## src/rtl/alu_result_stage.sv

```systemverilog
// ALU result stage: 2-entry skid buffer between the ALU and write-back.
// Holds result, destination, flags and a pre-resolved branch decision for each
// entry, and keeps a saturating count of accepted overflow results.
module alu_result_stage #(
  parameter int DATA_W = 32,
  parameter int CNT_W  = 16
) (
  input  logic              clk,
  input  logic              rst_n,
  input  logic              in_valid,
  output logic              in_ready,
  input  logic [DATA_W-1:0] ALU_OUT,
  input  logic              carry,
  input  logic              zero,
  input  logic              negative,
  input  logic              overflow,
  input  logic              underflow,
  input  logic [4:0]        rd,
  input  logic              wb_en,
  input  logic [2:0]        br_type,
  input  logic              flush,
  output logic              out_valid,
  input  logic              out_ready,
  output logic [DATA_W-1:0] out_data,
  output logic [4:0]        out_rd,
  output logic              out_wb_en,
  output logic [4:0]        out_flags,
  output logic              branch_taken,
  output logic [CNT_W-1:0]  ovf_count
);

  typedef enum logic [1:0] {EMPTY, ONE, TWO} state_t;

  state_t              r_state;
  logic                r_in_ready;
  logic [CNT_W-1:0]    r_ovf_count;

  // Head entry drives the outputs directly; skid entry is the younger one.
  logic [DATA_W-1:0]   r_h_data;
  logic [4:0]          r_h_rd;
  logic                r_h_wb;
  logic [4:0]          r_h_flags;
  logic                r_h_taken;
  logic [DATA_W-1:0]   r_s_data;
  logic [4:0]          r_s_rd;
  logic                r_s_wb;
  logic [4:0]          r_s_flags;
  logic                r_s_taken;

  logic                w_push;
  logic                w_pop;
  logic                w_head_from_in;
  logic                w_head_from_skid;
  logic                w_skid_we;
  logic                w_taken;
  logic                w_wb;
  logic [4:0]          w_flags;

  // Branch decision from the ALU flags; BLT/BGE family relies on the ALU
  // placing the comparison result in bit 0.
  function automatic logic resolve_branch(input logic [2:0] bt, input logic z,
                                          input logic lsb);
    case (bt)
      3'd1:       return z;
      3'd2:       return ~z;
      3'd3, 3'd5: return lsb;
      3'd4, 3'd6: return ~lsb;
      default:    return 1'b0;
    endcase
  endfunction

  // Branches never write back, and neither does a write to x0.
  function automatic logic resolve_wb(input logic en, input logic [2:0] bt,
                                      input logic [4:0] idx);
    return en && !(bt >= 3'd1 && bt <= 3'd6) && (idx != 5'd0);
  endfunction

  assign w_push    = in_valid & r_in_ready;
  assign w_pop     = (r_state != EMPTY) & out_ready;
  assign w_taken   = resolve_branch(br_type, zero, ALU_OUT[0]);
  assign w_wb      = resolve_wb(wb_en, br_type, rd);
  assign w_flags   = {carry, zero, negative, overflow, underflow};

  assign w_head_from_in   = !flush && w_push &&
                            ((r_state == EMPTY) || (r_state == ONE && w_pop));
  assign w_head_from_skid = !flush && (r_state == TWO) && w_pop;
  assign w_skid_we        = !flush && (r_state == ONE) && w_push && !w_pop;

  // Occupancy state and the registered ready; flush wins over push and pop.
  always_ff @(posedge clk or negedge rst_n) begin
    if (!rst_n) begin
      r_state    <= EMPTY;
      r_in_ready <= 1'b0;
    end else if (flush) begin
      r_state    <= EMPTY;
      r_in_ready <= 1'b1;
    end else begin
      r_in_ready <= 1'b1;
      case (r_state)
        EMPTY: if (w_push) r_state <= ONE;
        ONE: begin
          if (w_push && !w_pop) begin
            r_state    <= TWO;
            r_in_ready <= 1'b0;
          end else if (w_pop && !w_push) begin
            r_state <= EMPTY;
          end
        end
        TWO: begin
          if (w_pop) r_state <= ONE;
          else       r_in_ready <= 1'b0;
        end
        default: r_state <= EMPTY;
      endcase
    end
  end

  // Head entry: loads a new capture or advances the skid entry forward.
  always_ff @(posedge clk or negedge rst_n) begin
    if (!rst_n) begin
      r_h_data  <= '0;
      r_h_rd    <= '0;
      r_h_wb    <= 1'b0;
      r_h_flags <= '0;
      r_h_taken <= 1'b0;
    end else if (w_head_from_in) begin
      r_h_data  <= ALU_OUT;
      r_h_rd    <= rd;
      r_h_wb    <= w_wb;
      r_h_flags <= w_flags;
      r_h_taken <= w_taken;
    end else if (w_head_from_skid) begin
      r_h_data  <= r_s_data;
      r_h_rd    <= r_s_rd;
      r_h_wb    <= r_s_wb;
      r_h_flags <= r_s_flags;
      r_h_taken <= r_s_taken;
    end
  end

  // Skid entry captures only when the head is occupied and not draining.
  always_ff @(posedge clk) begin
    if (w_skid_we) begin
      r_s_data  <= ALU_OUT;
      r_s_rd    <= rd;
      r_s_wb    <= w_wb;
      r_s_flags <= w_flags;
      r_s_taken <= w_taken;
    end
  end

  // Saturating count of accepted overflow results; flushed pushes don't count.
  always_ff @(posedge clk or negedge rst_n) begin
    if (!rst_n) begin
      r_ovf_count <= '0;
    end else if (!flush && w_push && overflow && (r_ovf_count != '1)) begin
      r_ovf_count <= r_ovf_count + 1'b1;
    end
  end

  assign in_ready     = r_in_ready;
  assign out_valid    = (r_state != EMPTY);
  assign out_data     = r_h_data;
  assign out_rd       = r_h_rd;
  assign out_wb_en    = r_h_wb;
  assign out_flags    = r_h_flags;
  assign branch_taken = r_h_taken;
  assign ovf_count    = r_ovf_count;

endmodule

```

## config.mk

```make
export PLATFORM = sky130hd
export DESIGN_NAME = alu_result_stage
export DESIGN_NICKNAME = d
export VERILOG_FILES = /design/src/rtl/alu_result_stage.sv
export SDC_FILE = /design/constraint.sdc
export NUM_CORES = 1
export LEC_CHECK = 0
export ABC_AREA = 1
export BUFFER_PORTS_ARGS = -buffer_cell sky130_fd_sc_hd__buf_4
export CAP_MARGIN = 5
export CORE_ASPECT_RATIO = 0.5
export CORE_MARGIN = 2
export CORE_UTILIZATION = 53
export CTS_CLUSTER_DIAMETER = 80
export DETAILED_ROUTE_END_ITERATION = 12
export PLACE_DENSITY = 0.85
export SLEW_MARGIN = 20
export SYNTH_ARGS = -nofsm -noshare
export SYNTH_HDL_FRONTEND = slang
export SYNTH_SLANG_ARGS = --single-unit
export TNS_END_PERCENT = 10
```

## constraint.sdc

```tcl
create_clock -name clk -period 6.1 [get_ports clk]
set_input_delay 0 -clock clk [delete_from_list [all_inputs] [get_ports clk]]
set_output_delay 0 -clock clk [all_outputs]
set_load 0.01 [all_outputs]
```

==> impl_metrics.json <==
{
  "outcome": "complete, no violations",
  "crit_type": "flop to flop",
  "cpPeakStageDelay_ns": 0.58,
  "seq_area_mm2": 0.002898,
  "max_freq_mhz": 393.6,
  "worstSkewPairLatency_ns": 0.35,
  "initial_utilization": 0.5408,
  "synth_top_area_cell": "dfrtp_1",
  "cts.sinks": 107,
  "synthCells": 495,
  "worst_pin_slew_ns": 0.8191,
  "via_per_inst": 5.425,
  "multiInputGateArea_mm2": 0.001582,
  "cpMostUsedCell": "nand2_1",
  "fin_ws_ns": 3.559,
  "io_pins": 113,
  "cts_resized": 0,
  "reg2regPathDepth": 10,
  "rsz0062_at_grt": "false",
  "die_h_um": 70.43,
  "synth-seq-cells": 107,
  "power_mw": 2.412,
  "tns_ns": 0,
  "routed_wl_um": 12250,
  "worst_r2r_startpoint": "r_state[1]$_DFFE_PN0P_",
  "post_dp_cell_area_mm2": 0.005594,
  "synth_warnings": 0,
  "place_ws_ns": 3.690,
  "placementRows": 24,
  "ys_seq_area_frac": 0.6196,
  "min_path_cells": 3,
  "gr-total-overflow": 0,
  "drv_slew": 0,
  "finalSetupViolations": 0,
  "dp_hpwl_um": 7314,
  "crit_buf_inv": 4,
  "fin_area_mm2": 0.006347,
  "grt_max_degree": 64,
  "drive_above_1_share": 0.2132,
  "fin_crit_ns": 2.541,
  "slowest_stage": "inv_2",
  "crit_arrival_ns": 2.81,
  "post-cts-setup-buffer-count": 0,
  "syn_to_final_growth_pct": 35.71,
  "vdd_drop_max_uv": 200.7,
  "grt_first_pass_wirelength_um": 19930,
  "htree_levels": 3,
  "min_to": "r_s_wb$_DFFE_PP_",
  "final_cell_mix": "nand2_1 (178), buf_4 (115), nand3_1 (99)",
  "cts_buffer_depth": 2,
  "skew_ns": 0.005639,
  "fp.dieArea_mm2": 0.009638,
  "core_area_mm2": 0.008648,
  "drc_errors": 0,
  "p_per_area_mw_per_mm2": 380.1,
  "ys_types": 28,
  "critPathMaxFanout": 46,
  "crit_family": "buffers and inverters",
  "drt-initial-drc-count": 340,
  "dr.pass1.iters": 5,
  "wire_per_inst_um": 15.92,
  "syn_area_mm2": 0.004677,
  "min_path_type": "input port to flop",
  "syn_avg_cell_area_um2": 9.448,
  "cts_buffers": 9,
  "final_common_cell": "nand2_1",
  "cts_tree": "yes",
  "place_congestion": 0.8181,
  "crit_required_ns": 6.37,
  "chipWidth_um": 136.9,
  "cts-root-buf": "clkbuf_16",
  "endpoint_kind": "flop",
  "n_antenna_cell": 0,
  "fin_crit_sh": 0.4165,
  "synth_top_area_frac": 0.3371,
  "clkTransAtPathRegs_ns": 0.07,
  "antenna_found_initial": 0,
  "crit_chain": "inv_1 > ha_1 > inv_1 > o21ai_1 > nand2_1 > buf_4 > nand2_1 > inv_2 > nand2_1 > nand3_1",
  "worst_setup_path_start_kind": "flop",
  "hold_start": "wb_en",
  "final_core_util": 0.7339,
  "finalHoldViolCount": 0,
  "synthTopCellsByArea": "dfrtp_1 (34%), edfxtp_1 (28%), nand2_1 (14%)",
  "vias": 4172,
  "relSlewSlack": 0.4540,
  "grt_pass1_vias": 4100,
  "leakagePower_nw": 2.937,
  "fillers": 593,
  "regToRegEndpoint": "out_data[30]$_DFFE_PN0P_",
  "reg2reg_slack_ns": 3.56,
  "detail-route-antenna-nets": 0,
  "maxCapViolCount": 0,
  "track_usage": 0.2705,
  "portBuffers": 112,
  "fin_nets": 704,
  "mappedNetlistNets": 552
}
==> registers in the layout (all words and copies together), names as in the netlist <==
register      cells
r_s_data         32
branch_taken      1
out_wb_en         1
ovf_count        16
out_data         32
in_ready          1
r_s_taken         1
out_flags         5
r_state           2
out_rd            5
r_s_rd            5
r_s_flags         5
r_s_wb            1
==> worst max path at each step <==
stage          cells past startpoint  slack [ns]                   start                        to
3_3_place_gp                      10        3.85  r_state[1]$_DFFE_PN0P_   out_data[5]$_DFFE_PN0P_
4_1_cts                           10        3.67  r_state[1]$_DFFE_PN0P_     out_rd[2]$_DFFE_PN0P_
2_1_floorplan                      4        1.77  r_state[0]$_DFFE_PN0P_     r_s_data[0]$_DFFE_PP_
6_report                          10        3.56  r_state[1]$_DFFE_PN0P_  out_data[30]$_DFFE_PN0P_
5_1_grt                           10        3.39  r_state[1]$_DFFE_PN0P_  out_data[22]$_DFFE_PN0P_
3_5_place_dp                      10        3.69  r_state[1]$_DFFE_PN0P_     out_rd[2]$_DFFE_PN0P_
==> per-layer routing <==
layer,vias up,global-route usage,part of all wire
met5,-,0,0
met4,0,0.1145,0.036
met3,48,0.06391,0.071
met2,196,0.4511,0.50
met1,1989,0.3406,0.39
li1,1939,-,-
==> layout make-up <==
cell class	count	area share
clock inverter	6	0.01321
clock buffer	10	0.03607
timing repair buffer	159	0.2054
sequential	107	0.4565
multi-input combinational	342	0.2492
inverter	28	0.01656
tap	117	0.02306
==> cells by family after synthesis <==
family                     synth area share
and+or+nand+nor                      0.2927
DFF                                  0.6196
AOI/OAI and AO/OA                   0.01712
buffers and inverters               0.04334
xor gates and xnor gates            0.01124
adders and majority gates           0.01605
==> synthesized netlist by cell type <==
master / instances
a21oi_1: 1
and2_1: 1
buf_2: 12
buf_6: 2
clkbuf_1: 4
clkinv_1: 1
dfrtp_1: 63
edfxtp_1: 44
ha_1: 6
inv_1: 24
inv_2: 3
nand2_1: 178
nand2_2: 1
nand2_4: 1
nand3_1: 99
nand3b_1: 3
nand4_1: 6
nor2_1: 25
nor2_2: 1
nor2_4: 1
nor3_1: 2
o2111ai_1: 1
o211ai_1: 2
o21ai_0: 6
o21ai_1: 1
o21ai_4: 1
xnor2_1: 1
xor2_1: 5
==> where the power goes <==
group / switching [mW] / leakage, nW / internal, mW
clock: 0.277 / 0.152 / 0.329
combinational: 0.403 / 1.58 / 0.333
sequential: 0.134 / 1.20 / 0.937
total: 0.813 / 2.94 / 1.60
==> through the flow <==
stage	instances	hold slack, ns
3_5_place_dp	709	0.1486
5_1_grt	769	0.03499
3_3_place_gp	709	0.1452
2_1_floorplan	495	-0.2956
4_1_cts	769	0.004346
6_report	769	0.02225
==> tightest hold or removal path: stages <==
cell and delay (ns):
buf_4 0.08, nand3_1 0.10, inv_1 0.08
==> timing repair <==
item	CTS	global route
endpoints found under the hold margin	148	0
hold buffers	44	0
setup endpoints to repair	0	0
Note: power is estimated with default switching activity, not from simulation.
